<file path="src/rtl/sd_dat_pkg.sv">
`default_nettype none
// ============================================================================
// Package     : sd_dat_pkg
// Description : Shared types and constants for the SD DAT transmit path:
//               FSM state encoding, CRC16 polynomial, start/stop bit levels
//               and small helper functions.
// Revision    : 1.0 - initial release
// ============================================================================
package sd_dat_pkg;

    // Transmit FSM states
    typedef enum logic [2:0] {
        IDLE      = 3'd0,
        WAIT_DATA = 3'd1,
        START     = 3'd2,
        DATA      = 3'd3,
        CRC       = 3'd4,
        STOP      = 3'd5
    } state_e;

    // CRC16-CCITT generator x^16 + x^12 + x^5 + 1 (x^16 term implicit)
    localparam logic [15:0] CRC16_POLY = 16'h1021;

    // SD bus framing levels
    localparam logic SD_START_BIT = 1'b0;
    localparam logic SD_STOP_BIT  = 1'b1;

    // Number of bits needed to index n distinct values (minimum 1)
    function automatic int idx_width(input int n);
        return (n > 1) ? $clog2(n) : 1;
    endfunction

    // Reorder a buffer word so byte 0 ends up in the top byte; shifting the
    // result out MSB first then yields bytes in buffer order, MSB first.
    function automatic logic [31:0] swap_bytes(input logic [31:0] w);
        return {w[7:0], w[15:8], w[23:16], w[31:24]};
    endfunction

endpackage
`default_nettype wire

</file>
<file path="src/rtl/sd_crc16.sv">
`default_nettype none
// ============================================================================
// Module      : sd_crc16
// Description : Bit-serial CRC16 (x^16+x^12+x^5+1, init 0) for one DAT line.
//               clear_i has priority over enable_i.
// Revision    : 1.0 - initial release
// ============================================================================
module sd_crc16
    import sd_dat_pkg::*;
(
    input  logic        clk_i,
    input  logic        rst_ni,
    input  logic        clear_i,
    input  logic        enable_i,
    input  logic        bit_i,
    output logic [15:0] crc_o
);

    logic feedback;

    assign feedback = bit_i ^ crc_o[15];

    // Galois-style shift: shift in one bit per enabled cycle
    always_ff @(posedge clk_i or negedge rst_ni) begin
        if (!rst_ni) begin
            crc_o <= 16'h0000;
        end else if (clear_i) begin
            crc_o <= 16'h0000;
        end else if (enable_i) begin
            crc_o <= {crc_o[14:0], 1'b0} ^ (feedback ? CRC16_POLY : 16'h0000);
        end
    end

endmodule
`default_nettype wire

</file>
<file path="src/rtl/sd_dat_tx.sv">
`default_nettype none
// ============================================================================
// Module      : sd_dat_tx
// Description : SD card DAT-line block transmitter. Waits until a whole block
//               is buffered, then sends start bit, data (1-bit or 4-bit bus),
//               per-line CRC16 and stop bit, one line value per sd_tick_i.
// Revision    : 1.0 - initial release
// ============================================================================
module sd_dat_tx
    import sd_dat_pkg::*;
#(
    parameter int MaxBlockBytes = 2048,
    parameter int LengthWidth   = idx_width(MaxBlockBytes / 4 + 1)
) (
    input  logic                   clk_i,
    input  logic                   rst_ni,
    input  logic                   sd_tick_i,
    input  logic                   start_i,
    input  logic                   abort_i,
    input  logic                   wide_bus_i,
    input  logic [11:0]            block_size_i,
    input  logic [LengthWidth-1:0] fifo_length_i,
    input  logic                   fifo_empty_i,
    input  logic [31:0]            fifo_data_i,
    output logic                   fifo_pop_o,
    output logic [3:0]             dat_o,
    output logic [3:0]             dat_en_o,
    output logic                   busy_o,
    output logic                   done_o
);

    // ------------------------------------------------------------------
    // Registers and next-state values
    // ------------------------------------------------------------------
    state_e        state_q, state_d;
    logic [11:0]   block_q, block_d;
    logic          wide_q, wide_d;
    logic [31:0]   shreg_q, shreg_d;
    logic [13:0]   bit_cnt_q, bit_cnt_d;
    logic [3:0]    dat_q, dat_d;
    logic [3:0]    en_q, en_d;
    logic          done_q, done_d;

    logic          pop;
    logic          crc_clr;
    logic          crc_en;
    logic [15:0]   crc_val [4];
    logic [3:0]    crc_bits;
    logic [3:0]    crc_sel;

    // Empty is a protocol violation checked outside; the whole block is
    // known to be buffered before the start bit goes out.
    logic          unused_fifo_empty;
    assign unused_fifo_empty = fifo_empty_i;

    // ------------------------------------------------------------------
    // Derived datapath values
    // ------------------------------------------------------------------
    logic [3:0]    active_mask;
    logic [14:0]   bits_total;
    logic [13:0]   last_idx;
    logic [13:0]   next_idx;
    logic          word_boundary;
    logic          load_word;
    logic [31:0]   word_src;
    logic [3:0]    data_bits;
    logic [31:0]   shift_next;
    logic          block_ready;

    assign active_mask   = wide_q ? 4'hF : 4'h1;
    // Data ticks: bytes*2 nibbles or bytes*8 bits; last index fits 14 bits
    assign bits_total    = wide_q ? {2'b00, block_q, 1'b0} : {block_q, 3'b000};
    assign last_idx      = 14'(bits_total - 15'd1);
    assign next_idx      = bit_cnt_q + 14'd1;
    // A new word starts every 8 nibbles or every 32 bits
    assign word_boundary = wide_q ? (next_idx[2:0] == 3'd0) : (next_idx[4:0] == 5'd0);
    assign load_word     = (state_q == START) || ((state_q == DATA) && word_boundary);
    assign word_src      = load_word ? swap_bytes(fifo_data_i) : shreg_q;
    assign data_bits     = wide_q ? word_src[31:28] : {3'b111, word_src[31]};
    assign shift_next    = wide_q ? {word_src[27:0], 4'h0} : {word_src[30:0], 1'b0};
    assign block_ready   = 32'(fifo_length_i) >= 32'(block_q[11:2]);
    // First CRC bit is taken while leaving DATA; later ones count down
    assign crc_sel       = (state_q == DATA) ? 4'd15 : (4'd14 - bit_cnt_q[3:0]);

    // Select the current CRC bit of every line
    always_comb begin
        crc_bits = 4'h0;
        for (int l = 0; l < 4; l++) begin
            crc_bits[l] = crc_val[l][crc_sel];
        end
    end

    // Next-state, datapath and strobe logic; everything advances on ticks
    // except abort, which returns to IDLE immediately.
    always_comb begin
        state_d   = state_q;
        block_d   = block_q;
        wide_d    = wide_q;
        shreg_d   = shreg_q;
        bit_cnt_d = bit_cnt_q;
        dat_d     = dat_q;
        en_d      = en_q;
        done_d    = 1'b0;
        pop       = 1'b0;
        crc_clr   = 1'b0;
        crc_en    = 1'b0;

        if (abort_i) begin
            state_d   = IDLE;
            dat_d     = 4'hF;
            en_d      = 4'h0;
            bit_cnt_d = 14'd0;
            crc_clr   = 1'b1;
        end else begin
            case (state_q)
                IDLE: begin
                    crc_clr = 1'b1;
                    dat_d   = 4'hF;
                    en_d    = 4'h0;
                    if (start_i) begin
                        block_d = block_size_i;
                        wide_d  = wide_bus_i;
                        state_d = WAIT_DATA;
                    end
                end
                WAIT_DATA: begin
                    crc_clr = 1'b1;
                    if (sd_tick_i && block_ready) begin
                        state_d   = START;
                        dat_d     = ({4{SD_START_BIT}} & active_mask) | ~active_mask;
                        en_d      = active_mask;
                        bit_cnt_d = 14'd0;
                    end
                end
                START: begin
                    if (sd_tick_i) begin
                        state_d   = DATA;
                        pop       = 1'b1;
                        crc_en    = 1'b1;
                        dat_d     = data_bits | ~active_mask;
                        shreg_d   = shift_next;
                        bit_cnt_d = 14'd0;
                    end
                end
                DATA: begin
                    if (sd_tick_i) begin
                        if (bit_cnt_q == last_idx) begin
                            state_d   = CRC;
                            dat_d     = crc_bits | ~active_mask;
                            bit_cnt_d = 14'd0;
                        end else begin
                            pop       = load_word;
                            crc_en    = 1'b1;
                            dat_d     = data_bits | ~active_mask;
                            shreg_d   = shift_next;
                            bit_cnt_d = next_idx;
                        end
                    end
                end
                CRC: begin
                    if (sd_tick_i) begin
                        if (bit_cnt_q[3:0] == 4'd15) begin
                            state_d   = STOP;
                            dat_d     = ({4{SD_STOP_BIT}} & active_mask) | ~active_mask;
                            bit_cnt_d = 14'd0;
                        end else begin
                            dat_d     = crc_bits | ~active_mask;
                            bit_cnt_d = next_idx;
                        end
                    end
                end
                STOP: begin
                    if (sd_tick_i) begin
                        state_d   = IDLE;
                        dat_d     = 4'hF;
                        en_d      = 4'h0;
                        done_d    = 1'b1;
                        bit_cnt_d = 14'd0;
                    end
                end
                default: begin
                    state_d = IDLE;
                    dat_d   = 4'hF;
                    en_d    = 4'h0;
                end
            endcase
        end
    end

    // State and datapath registers
    always_ff @(posedge clk_i or negedge rst_ni) begin
        if (!rst_ni) begin
            state_q   <= IDLE;
            block_q   <= 12'd0;
            wide_q    <= 1'b0;
            shreg_q   <= 32'd0;
            bit_cnt_q <= 14'd0;
            dat_q     <= 4'hF;
            en_q      <= 4'h0;
            done_q    <= 1'b0;
        end else begin
            state_q   <= state_d;
            block_q   <= block_d;
            wide_q    <= wide_d;
            shreg_q   <= shreg_d;
            bit_cnt_q <= bit_cnt_d;
            dat_q     <= dat_d;
            en_q      <= en_d;
            done_q    <= done_d;
        end
    end

    // One CRC16 per DAT line, fed with the value being driven onto it
    for (genvar g = 0; g < 4; g++) begin : g_crc
        sd_crc16 u_crc (
            .clk_i    (clk_i),
            .rst_ni   (rst_ni),
            .clear_i  (crc_clr),
            .enable_i (crc_en),
            .bit_i    (dat_d[g]),
            .crc_o    (crc_val[g])
        );
    end

    assign fifo_pop_o = pop;
    assign dat_o      = dat_q;
    assign dat_en_o   = en_q;
    assign busy_o     = (state_q != IDLE);
    assign done_o     = done_q;

endmodule
`default_nettype wire

</file>
<file path="config.mk">
export PLATFORM = sky130hd
export DESIGN_NAME = sd_dat_tx
export DESIGN_NICKNAME = d
export VERILOG_FILES = /design/src/rtl/sd_dat_pkg.sv /design/src/rtl/sd_crc16.sv /design/src/rtl/sd_dat_tx.sv
export SDC_FILE = /design/constraint.sdc
export NUM_CORES = 1
export LEC_CHECK = 0
export ABC_AREA = 1
export CAP_MARGIN = 5
export CORE_UTILIZATION = 35
export CTS_CLUSTER_DIAMETER = 120
export CTS_CLUSTER_SIZE = 8
export DETAILED_ROUTE_END_ITERATION = 10
export DONT_BUFFER_PORTS = 1
export HOLD_SLACK_MARGIN = 0.1
export PLACE_DENSITY = 0.51
export SLEW_MARGIN = 10
export SYNTH_ARGS = -nofsm -noshare
export SYNTH_HDL_FRONTEND = slang
export SYNTH_SLANG_ARGS = --single-unit
</file>
<file path="constraint.sdc">
create_clock -name clk_i -period 3.2 [get_ports clk_i]
set_clock_uncertainty 0.15 [all_clocks]
set_input_delay 0.64 -clock clk_i [delete_from_list [all_inputs] [get_ports clk_i]]
set_output_delay 0.64 -clock clk_i [all_outputs]
set_load 0.01 [all_outputs]
</file>
# Yosys cells after proc, flatten, opt, wreduce, memory -nomap -nowiden
# Index checks and enable logic that the tools add are counted.
[totals]
output_inout_bits = 11
ff_bits = 135
word_cells = 143
[classes]
bitwise_logic = 13
addsub = 3
order_cmp = 2
n_eq_ne = 20
muxes = 75
reduce_logical = 18
[op_table]
columns = ["operator", "n"]
rows = [
  ["2-to-1 mux 32 bit", 5],
  ["2-to-1 mux 16 bit", 8],
  ["2-to-1 mux 14 bit", 8],
  ["one-hot mux 32 bit (2 select lines)", 1],
  ["bitwise XOR 16 bit", 4],
  ["2-to-1 mux 4 bit", 14],
  ["one-hot mux 14 bit (4 select lines)", 1],
  ["2-to-1 mux 13 bit", 4],
  ["2-to-1 mux 3 bit", 9],
  ["!= test 3 bit, second input constant", 7],
  ["one-hot mux 4 bit (5 select lines)", 1],
  ["one-hot mux 3 bit (6 select lines)", 1],
  ["binary-select mux 1 bit (select 4 bit)", 4],
  ["2-to-1 mux 1 bit", 16],
  ["adder 14 x 1 -> 14 bit, second input constant", 1],
  ["equality test 14 bit", 1],
  ["subtractor 14 x 1 -> 14 bit, second input constant", 1],
  ["OR 4 bit", 3],
  ["one-hot mux 4 bit (3 select lines)", 1],
  ["greater-or-equal comparator 10 bit", 1],
  ["AND reduction 5 bit", 2],
  ["AND reduction 8 bit", 1],
  ["equality test 3 x 2 -> 1 bit, second input constant", 2],
  ["equality test 3 bit, second input constant", 2],
  ["22 further kinds", 33],
]

# Longest topological paths before layout
[logic_depth]
word_depth = 17
depth_mapped = 23
ltp_nobuf = 22

# Hierarchy
# A second synthesis with hierarchy kept.
[unflattened]
cells_unflattened = 1172
area_unflattened_um2 = 8633.3
[modules_own_cells]
columns = ["module", "area_per_inst_um2", "cells_each", "seq_area_each_um2", "instances"]
rows = [
  ["sd_dat_tx", 5755.5, 896, 1706.6, 1],
  ["sd_crc16", 719.4, 69, 400.4, 4],
]

# Least setup slack after synthesis
# No wires, ideal clock.
[synth_timing]
path_type = "reg-to-output"
startpoint = "register wide_q"
endpoint = "output port fifo_pop_o"
arrival_time_ps = 2264
stages_incl_launch_ff = 16
required_time_ps = 2410
path_buffers = 1
path_slack_ps = 146
cell_sequence = "dfrtp_1 -> buf_6 -> nand2_1 -> ha_1 -> nand3_2 -> nor2_4 -> nand2_1 -> clkinv_1 -> nand2_1 -> nand2_1 -> a21oi_1 -> nand2_1 -> nor2_4 -> nand2_4 -> nand2_2 -> a2111oi_0"
[synth_via]
elab_chain_cells = 7
[synth_rtl]
columns = ["element", "line", "text"]
rows = [
  ["start, declared", "sd_dat_tx.sv:37", "logic wide_q, wide_d;"],
  ["start signal, assigned", "sd_dat_tx.sv:204", "wide_q <= wide_d;"],
  ["2-to-1 mux 14 bit or 2-to-1 mux 1 bit (tied branches)", "sd_dat_tx.sv:72, sd_dat_tx.sv:76", ""],
  ["subtractor 14 x 1 -> 14 bit or logical AND 1 bit (tied branches)", "sd_dat_tx.sv:73, sd_dat_tx.sv:77", ""],
  ["equality test 14 bit or logical OR 1 bit (tied branches)", "sd_dat_tx.sv:147, sd_dat_tx.sv:77", ""],
  ["2-to-1 mux 1 bit (*)", "sd_dat_tx.sv:147", "if (bit_cnt_q == last_idx) begin"],
  ["2-to-1 mux 1 bit (*)", "sd_dat_tx.sv:146", "if (sd_tick_i) begin"],
  ["one-hot mux 1 bit (2 select lines) (*)", "sd_dat_tx.sv:115", "case (state_q)"],
  ["2-to-1 mux 1 bit (*)", "sd_dat_tx.sv:108", "if (abort_i) begin"],
  ["end, declared", "sd_dat_tx.sv:25", "output logic fifo_pop_o,"],
]
# Mark *: on every way between the ends. The rest lies on a longest branch, timed or not.

# Final worst setup path
# Ends and elaborated chain as after synthesis.

==> impl_metrics.tcl <==
set metrics [dict create \
    run_status "complete, but fails checks" \
    violated_checks "negative hold slack, negative setup slack" \
    worstSetupStartpointType "register" \
    grt_antenna_before_repair 0 \
    finalWorstPathRequiredPeriod_ns 3.360 \
    final.setup.worst_slack_ns -0.1600 \
    via_per_inst 5.150 \
    critical_path.startpoint "wide_q$_DFFE_PN0P_" \
    worstPathArrival_ns 2.57 \
    inserted_clock_buffers 17 \
    synth_edf_count 0 \
    synth_cell_type_count 39 \
    ff2ff_path_depth 18 \
    p_per_area_nw_per_um2 928.2 \
    synth.avg_cell_area_um2 7.406 \
    postLayoutCoreUtil_pct 41.06 \
    cts_sinks 132 \
    sum_of_routed_wire_segments_on_met1_um 10610 \
    timing_worst_slew_pin_value_ns 0.5267 \
    fmaxAchievable_mhz 297.6 \
    total_length_of_routed_met3_wires_um 767 \
    global_route.overflow_total 0 \
    syn_std_cell_area_um2 8028 \
    via_count 7195 \
    synthesis.nets 1159 \
    final_max_slew_viol_count 0 \
    finalHoldViolCount 132 \
    layout-drive-gt1-share_pct 12.59 \
    portBuffers 0 \
    cts_tree "yes" \
    initial_core_utilization_pct 35.57 \
    dp.final_hpwl_um 15140 \
    worst_hold_slack_ns -0.2566 \
    pre_cts_ws_ns -0.1736 \
    critPathMostFrequentCell "nand2_4" \
    ys.warnings.count 0 \
    top_sig_layer "met4" \
    drt-initial-drc-count 434 \
    relSlewSlack_pct 64.85 \
    drt-wirelength-per-cell_um 15.93 \
    post_layout_nets 1174 \
    grt_pass1_wl_um 36380 \
    report.power.total_mw 8.603 \
    clk_pin_slew_ns 0.06 \
    rsz_0062_raised_after_global_routing "true" \
    flow.area_growth_from_synthesis_pct 15.46 \
    crit_path_max_fanout 5 \
    setup_viol 1 \
    die_h_um 153.4 \
    final_common_cell "nand2_1" \
    gp_congestion 0.8861 \
    finalWirelength_um 22250 \
    floorplan.die_area_um2 23550 \
    max-clock-path-buffers 2 \
    power.ir.vdd_worst_uv 383.9 \
    dieWidth_um 153.4 \
    hold_path.class "in2async" \
    grt_pass1_vias 7066 \
    critical_path_cell_by_cell "buf_12, nand2_4, ha_4, nand2_1, nand3_2, nor2_2, nand2_1, nor2_1, nand3_1, nor2_1, nand3_1, nor2_4, nand2_4, nand2_4, a2111oi_4, buf_4" \
    most-common-layout-cells "253 x nand2_1, 145 x inv_1, 127 x dfrtp_1" \
    crit-reg2reg-capture "g_crc[1].u_crc.crc_o[12]$_DFFE_PN0P_" \
    regToRegStartpoint "bit_cnt_q[0]$_DFFE_PN0P_" \
    critical-path-slowest-cell "dfrtp_2" \
    seq_area_frac_synth_pct 41.21 \
    drv_cap 0 \
    top_level_ports 72 \
    worst_ep_required_time_ns 2.41 \
    met2_wirelength_um 10560 \
    synth_async_sr_flop_share_pct 100.0 \
    fin_tns_setup_ns -0.1600 \
    final_min_period_over_clock_period_pct 105.0 \
    clkLatencyLatePin_ns 0.44 \
    clockRootBuffer "clkbuf_16" \
    synth_cells 1084 \
    antennaDiodeCount 0 \
    cp-end-kind "output port" \
    critical_path.endpoint "fifo_pop_o" \
    crit_path_max_incr_delay_ns 0.42 \
    largest_net_degree_at_the_start_of_global_routing 133 \
    setup.worst_path.class "reg2out" \
    grt_usage_pct 19.62 \
    drt_first_pass_iters 5 \
    power.leakage_nw 4.143 \
    std_cell_rows 55 \
    postSynthRegisterBits 132 \
    primary_ff_master_synth "dfrtp_1" \
    core_um2 22570 \
    worst-r2r-setup-slack_ns 0.14 \
    cts_htree_levels 4 \
    drcViolationCount 0 \
    detail-route-antenna-nets 0 \
]
==> stage by stage <==
step	cell area, um^2	std cells
after floorplan	8028	1084
after global placement	8441	1359
after detailed placement	8441	1359
after CTS	9096	1392
after global routing	9269	1397
final	9269	1397
==> how the worst min path moves through the flow <==
stage / startpoint / endpoint / cells past startpoint
4_1_cts: rst_ni / block_q[11]$_DFFE_PN0P_ / 0
2_1_floorplan: rst_ni / bit_cnt_q[0]$_DFFE_PN0P_ / 0
3_3_place_gp: rst_ni / block_q[11]$_DFFE_PN0P_ / 0
6_report: rst_ni / block_q[11]$_DFFE_PN0P_ / 0
3_5_place_dp: rst_ni / block_q[11]$_DFFE_PN0P_ / 0
5_1_grt: rst_ni / shreg_q[20]$_DFFE_PN0P_ / 0
==> kinds of logic (layout without fill, tap and decap cells) <==
kind of cell,after synthesis,count (layout),synth area share (%)
flops,132,132,41.21
buf+inv,202,230,10.72
fa+ha+maj,14,14,2.182
xor+xnor,7,7,0.7637
compound gates,232,232,16.68
simple gates,473,473,25.45
mux,24,24,2.993
==> final cells by class <==
class	count	area (um^2)
clock buffer	18	429.2
clock inverter	14	198.9
fill	2370	13300
inverter	156	590.6
multi-input combinational	750	3974
sequential	132	3309
tap	285	356.6
timing repair buffer	42	410.4
==> state kept, by name, indices dropped and copies added, names as in the netlist <==
register,count
bit_cnt_q,14
block_q,12
dat_en_o,2
dat_o,4
done_o,1
g_crc.u_crc.crc_o,64
shreg_q,31
state_q,3
wide_q,1
==> timing repair <==
item                       4_1_cts  5_1_grt
pin swaps                        0       13
hold endpoints to repair       132      132
gates cloned                     0        1
buffers inserted                 1        4
setup endpoints to repair        8       20
resized for setup                5       32
==> routing by layer <==
metal / global-route usage, % / vias to the layer above
li1: - / 3609
met1: 26.01 / 3451
met2: 32.59 / 110
met3: 3.459 / 25
met4: 5.952 / 0
met5: 0 / -
==> synthesized netlist by cell type (all sizes together) (5+ instances only) <==
cell type    n  share of area, %
a21oi       48               3.0
a31oi       17               1.3
buf         36               3.0
clkbuf      10              0.47
dfrtp      128                40
ha          14               2.2
inv        155               7.2
mux2i       24               3.0
nand2      281                14
nand3       99               6.2
nor2        83               4.7
nor3         5              0.31
o211ai      15               1.4
o21ai       81               5.1
o22ai       58               4.5
xor2         7              0.76
==> report_power, final <==
part	total [mW]	leakage (nW)	switching, mW	internal [mW]
clock	2.15	0.306	0.834	1.31
combinational	4.15	2.11	2.66	1.49
sequential	2.30	1.73	0.272	2.03
total	8.60	4.14	3.77	4.84
==> critical path: cells and delay by family, from the launching register on <==
| family | cells | cell delay [ns] |
|---|---|---|
| simple gates | 12 | 1.17 |
| flops | 1 | 0.42 |
| buf+inv | 2 | 0.31 |
| fa+ha+maj | 1 | 0.21 |
| compound gates | 1 | 0.03 |
(Power assumes the default switching activity.)
